===== src/rtl/lcd_readback.sv =====
// lcd_readback
//   Reads the 32 characters of a 2x16 HD44780 panel back over its 4-bit bus
//   and presents them as a packed ASCII string. The pins are shared with the
//   LCD writer and are only touched after bus_gnt is seen.
//
//   Optional feature macro: LCD_RB_TIMEOUT_EN (bounded busy-flag polling).
//
// Parameters
//   CLK_DIV   clk cycles per bus phase (SETUP / PULSE / HOLD), >= 1
//   BF_LIMIT  busy polls before giving up (only with LCD_RB_TIMEOUT_EN)
//
// Ports
//   clk, rst_n       clock, synchronous active-low reset
//   start            one-cycle request for a readback (accepted in IDLE only)
//   busy             high from accepted start until done
//   done             one-cycle end-of-readback pulse
//   err              result of the last readback, valid with done
//   str_out          char 0 in [255:248] ... char 31 in [7:0]
//   bus_req/bus_gnt  pin ownership handshake with the writer
//   lcd_rs/rw/e      LCD control lines
//   lcd_dat_out/oe   nibble driven on writes and its tri-state enable
//   lcd_dat_in       nibble read from the panel
//
// Handshake: bus_req rises with busy and is held until done. The pins are
// driven only while bus_gnt is high; if bus_gnt falls mid-transfer the current
// bus phase completes, the pins go quiet and the readback ends with err=1.
module lcd_readback #(
  parameter int CLK_DIV  = 4,
  parameter int BF_LIMIT = 255
) (
  input  logic         clk,
  input  logic         rst_n,
  input  logic         start,
  output logic         busy,
  output logic         done,
  output logic         err,
  output logic [255:0] str_out,
  output logic         bus_req,
  input  logic         bus_gnt,
  output logic         lcd_rs,
  output logic         lcd_rw,
  output logic         lcd_e,
  output logic [3:0]   lcd_dat_out,
  output logic         lcd_dat_oe,
  input  logic [3:0]   lcd_dat_in
);

  typedef enum logic [2:0] {
    S_IDLE, S_REQ, S_BF1, S_ADDR, S_BF2, S_RD, S_FIN, S_ABORT
  } state_t;

  typedef enum logic [1:0] {
    PH_SETUP, PH_PULSE, PH_HOLD
  } phase_t;

  localparam int DIV_W = (CLK_DIV > 1) ? $clog2(CLK_DIV) : 1;
  localparam logic [DIV_W-1:0] DIV_LAST = DIV_W'(CLK_DIV - 1);

  state_t           state, state_nxt;
  phase_t           phase;
  logic [DIV_W-1:0] div_cnt;
  logic             nib;        // 0: high nibble, 1: low nibble
  logic [4:0]       char_idx;   // bit 4 doubles as the current line
  logic [3:0]       hi_nib;
  logic [255:0]     str_q;
  logic             err_q;
  logic             gnt_q;
  logic             lost_q;

  logic in_byte, phase_end, byte_end, lost, bf_busy, bf_timeout, start_acc;

  assign in_byte   = (state == S_BF1) || (state == S_ADDR) ||
                     (state == S_BF2) || (state == S_RD);
  assign phase_end = (div_cnt == DIV_LAST);
  assign byte_end  = phase_end && (phase == PH_HOLD) && nib;
  // Grant loss is acted on at the end of the phase in progress.
  assign lost      = lost_q || !bus_gnt;
  assign bf_busy   = hi_nib[3];
  assign start_acc = (state == S_IDLE) && start;

`ifdef LCD_RB_TIMEOUT_EN
  localparam int PC_W = $clog2(BF_LIMIT + 1);
  logic [PC_W-1:0] poll_cnt;

  // Counts consecutive busy answers inside one BF state.
  always_ff @(posedge clk) begin
    if (!rst_n) begin
      poll_cnt <= '0;
    end else if (start_acc) begin
      poll_cnt <= '0;
    end else if (byte_end && ((state == S_BF1) || (state == S_BF2))) begin
      if (bf_busy) poll_cnt <= poll_cnt + 1'b1;
      else         poll_cnt <= '0;
    end
  end

  assign bf_timeout = (poll_cnt == PC_W'(BF_LIMIT - 1));
`else
  assign bf_timeout = 1'b0;
`endif

  // Next-state logic
  always_comb begin
    state_nxt = state;
    case (state)
      S_IDLE: if (start) state_nxt = S_REQ;
      // gnt_q delays the first SETUP to the edge after the grant is sampled.
      S_REQ:  if (gnt_q) state_nxt = S_BF1;
      S_BF1, S_ADDR, S_BF2, S_RD: begin
        if (phase_end && lost) begin
          state_nxt = S_ABORT;
        end else if (byte_end) begin
          case (state)
            S_BF1: begin
              if (bf_busy && bf_timeout) state_nxt = S_ABORT;
              else if (!bf_busy)         state_nxt = S_ADDR;
            end
            S_ADDR: state_nxt = S_BF2;
            S_BF2: begin
              if (bf_busy && bf_timeout) state_nxt = S_ABORT;
              else if (!bf_busy)         state_nxt = S_RD;
            end
            S_RD: begin
              if (char_idx[3:0] == 4'hF)
                state_nxt = char_idx[4] ? S_FIN : S_BF1;
            end
            default: state_nxt = state;
          endcase
        end
      end
      S_FIN, S_ABORT: state_nxt = S_IDLE;
      default:        state_nxt = S_IDLE;
    endcase
  end

  // State register and datapath
  always_ff @(posedge clk) begin
    if (!rst_n) begin
      state    <= S_IDLE;
      phase    <= PH_SETUP;
      div_cnt  <= '0;
      nib      <= 1'b0;
      char_idx <= '0;
      hi_nib   <= '0;
      str_q    <= {32{8'h20}};
      err_q    <= 1'b0;
      gnt_q    <= 1'b0;
      lost_q   <= 1'b0;
    end else begin
      state <= state_nxt;
      gnt_q <= bus_gnt;

      if (start_acc) begin
        phase    <= PH_SETUP;
        div_cnt  <= '0;
        nib      <= 1'b0;
        char_idx <= '0;
        err_q    <= 1'b0;
        lost_q   <= 1'b0;
      end else if (in_byte) begin
        if (!bus_gnt) lost_q <= 1'b1;
        if (phase_end) begin
          div_cnt <= '0;
          case (phase)
            PH_SETUP: phase <= PH_PULSE;
            PH_PULSE: begin
              phase <= PH_HOLD;
              if (!nib) begin
                hi_nib <= lcd_dat_in;
              end else if ((state == S_RD) && !lost) begin
                for (int i = 0; i < 32; i++)
                  if (char_idx == 5'(i)) str_q[(31 - i) * 8 +: 8] <= {hi_nib, lcd_dat_in};
              end
            end
            default: begin
              phase <= PH_SETUP;
              nib   <= ~nib;
              if (nib && (state == S_RD)) char_idx <= char_idx + 1'b1;
            end
          endcase
        end else begin
          div_cnt <= div_cnt + 1'b1;
        end
      end

      if (state_nxt == S_ABORT) err_q <= 1'b1;
    end
  end

  // Outputs are decoded from registered state only.
  assign busy        = (state != S_IDLE) && (state != S_FIN) && (state != S_ABORT);
  assign done        = (state == S_FIN) || (state == S_ABORT);
  assign err         = err_q;
  assign bus_req     = busy;
  assign str_out     = str_q;
  assign lcd_e       = in_byte && (phase == PH_PULSE);
  assign lcd_rs      = (state == S_RD);
  assign lcd_rw      = (state != S_ADDR);
  assign lcd_dat_oe  = (state == S_ADDR);
  // Set-DDRAM-address command: 0x80 for line 0, 0xC0 for line 1.
  assign lcd_dat_out = (state != S_ADDR) ? 4'h0 :
                       nib               ? 4'h0 :
                       char_idx[4]       ? 4'hC : 4'h8;

endmodule


===== config.mk =====
export PLATFORM = sky130hd
export DESIGN_NAME = lcd_readback
export DESIGN_NICKNAME = d
export VERILOG_FILES = /design/src/rtl/lcd_readback.sv
export SDC_FILE = /design/constraint.sdc
export NUM_CORES = 1
export LEC_CHECK = 0
export ABC_AREA = 1
export BUFFER_PORTS_ARGS = -buffer_cell sky130_fd_sc_hd__buf_4
export CORE_ASPECT_RATIO = 1.5
export CORE_MARGIN = 5
export CORE_UTILIZATION = 55
export CTS_CLUSTER_SIZE = 25
export DETAILED_ROUTE_END_ITERATION = 7
export GPL_TIMING_DRIVEN = 0
export PLACE_DENSITY = 0.94
export RECOVER_POWER = 50
export SYNTH_ARGS = -nofsm -noshare
export SYNTH_HDL_FRONTEND = slang
export SYNTH_SLANG_ARGS = --single-unit
export TNS_END_PERCENT = 100

===== constraint.sdc =====
create_clock -name clk -period 4.81 [get_ports clk]
set_clock_uncertainty 0.05 [all_clocks]
set_input_delay 0.7215 -clock clk [delete_from_list [all_inputs] [get_ports clk]]
set_output_delay 0.7215 -clock clk [all_outputs]
set_load 0.1 [all_outputs]

==> run metrics <==
status finished, final reports clean; met3 Usage GRT 0.0638; global-route wire length before repair 56200 um; largest net degree at the start of global routing 17; hold-fix buffers at CTS 0; Resize count post-CTS 0; Final min period 2780 ps; grt peak-use layer met2; fraction of layout cells with a size suffix above 1 0.0680; Syn Inst Count 1330; ratio of final minimum period to clock period 0.577; post-synthesis cell area 10600 um^2; Hold WC Path Type in -> reg; num rows 62; Clk pin slew, worst setup/hold paths 70 ps; area delta synth->final 21.3%; ys flop type dfxtp_1; most frequent cells after synthesis 367 x nor2_1, 276 x dfxtp_1, 158 x o21ai_0; Arr. time, crit path 2000 ps; vias in the first global route 10800; die width 123 um; CTS H-tree lvls 1; nets 1644; Initial Utilization 0.556; met1 usage 0.342; Final Power 0.00454 W; clk sinks 276; Synth top area share 0.523; CP endpoint kind output pin; dpl hpwl 26200 um; Fin Hold WS 360 ps; Vias/cell 5.73; clk root buf clkbuf_16; WS Path Type reg -> out; Power Density 354 nW/um^2; slew of the pin with the lowest slew margin 1320 ps; full die area 22100 um^2; Ant. Diodes 0; leakage 4.89 nW; CTS buffer count 24; Clock Latency Late Sink 510 ps; max_slew headroom 0.121; maximum vdd drop 226 uV; Seq/Total Area, Yosys 0.523; TritonCTS clock tree built; initial antenna violation count 0; clock buffer depth 3; most common cell in the netlist nor2_1; via count 10900; Final Hold Viols 0; largest area contributor in the netlist dfxtp_1; Pins Over Slew Limit 0; async set or reset register ratio after synthesis 0; synth top area cells dfxtp_1 52%, nor2_1 13%, o21ai_0 7.5%; Routed WL per cell 19.2 um; EDFF count, synth 0; total global-route track usage 0.318; unrepaired setup endpoints after global routing no; final number of setup-violating endpoints 0; DP Worst Slack 2350 ps; DR DRC count 0; Seq cells post-synth 276; number of I/O pins 276; Max Cap Viol 0; Post-Route WL 36400 um; syn_area_per_cell 7.94 um^2; Detailed Routing Iterations Pass 1 8; initial drt markers 1089; post-CTS setup buffers 0; antenna-violating nets left 0; core outline area 19000 um^2; total grt overflow 0; Die Ht 180 um; GPL Wtd Cong 0.903; Req. time, crit path 4040 ps; Max Freq 0.360 GHz; Netlist cell types 34; M2 GR Usage 0.554; CP max FO 9; final worst setup slack 2030 ps; I/O Buffers 272; Yosys Warn Count 0; CP Launch Type flop
==> per-layer routing <==
metal	vias to the layer above	part of all wire
li1	5003	-
met1	5013	0.34
met2	672	0.49
met3	211	0.087
met4	0	0.077
met5	-	0
==> worst paths after layout <==
check,startpoint,endpoint,slack [ps],cells past startpoint
worst max-delay path,state[2],lcd_e,2030,7
worst min-delay path,bus_gnt,gnt_q,360,3
worst max register to register,state[2],str_out[170],2170,10
worst min register to register,err,err,410,2
==> critical path, cell delays in order, from the launching register on <==
cell	delay (ps)
dfxtp_1	300
clkbuf_1	200
inv_1	160
nand2_1	80
nand2_1	160
inv_1	120
nor2_1	150
buf_4	310
==> cell type report <==
type,instances,area (um^2)
plain buffers,76,342
repair buffers,272,1100
clock inverters,9,150
well taps,256,320
clock buffers,35,703
flip-flops and latches,276,5530
inverters,67,303
fillers,1685,6200
multi-input cells,912,4370
==> layout by cell type (no fill, tap or decap), types with 7 or more instances in the layout <==
cell / n
buf_4: 28
o21ai_1: 64
nand3_1: 36
nand2_8: 10
clkbuf_16: 25
dfxtp_1: 276
buf_2: 11
a211oi_1: 14
o211ai_1: 30
clkinv_4: 10
o21ai_0: 158
clkbuf_1: 314
ha_1: 7
nand2_1: 86
inv_1: 54
nor2_1: 366
a21oi_1: 118
==> where the power goes <==
group / switching, W / leakage, nW / internal, W
combinational: 0.000125 / 2.26 / 0.0000387
clock: 0.000855 / 0.412 / 0.00123
sequential: 0.000000893 / 2.22 / 0.00229
==> stage by stage <==
stage / area (um^2) / TNS (ps) / utilization / instances
floorplan: 10600 / -168 / - / 1331
global placement: 12900 / 0 / 0.681 / 1859
detailed placement: 12900 / 0 / 0.681 / 1859
CTS: 13800 / 0 / 0.725 / 1903
global route: 12800 / 0 / 0.674 / 1903
finish: 12800 / 0 / 0.674 / 1903
==> registers in the layout (all words and copies together) (netlist names) <==
register,count
state,3
gnt_q,1
str_out,256
phase,2
err,1
char_idx,5
nib,1
lost_q,1
hi_nib,4
div_cnt,2
==> kinds of logic after synthesis <==
kind of cell | Yosys count | synth area share
DFF | 276 | 0.523
AOI/OAI and AO/OA | 386 | 0.194
adders and majority gates | 7 | 0.00829
other | 1 | 0.000355
buffers and inverters | 143 | 0.0617
and+or+nand+nor | 517 | 0.213
Power figures use the tool's default switching activity.
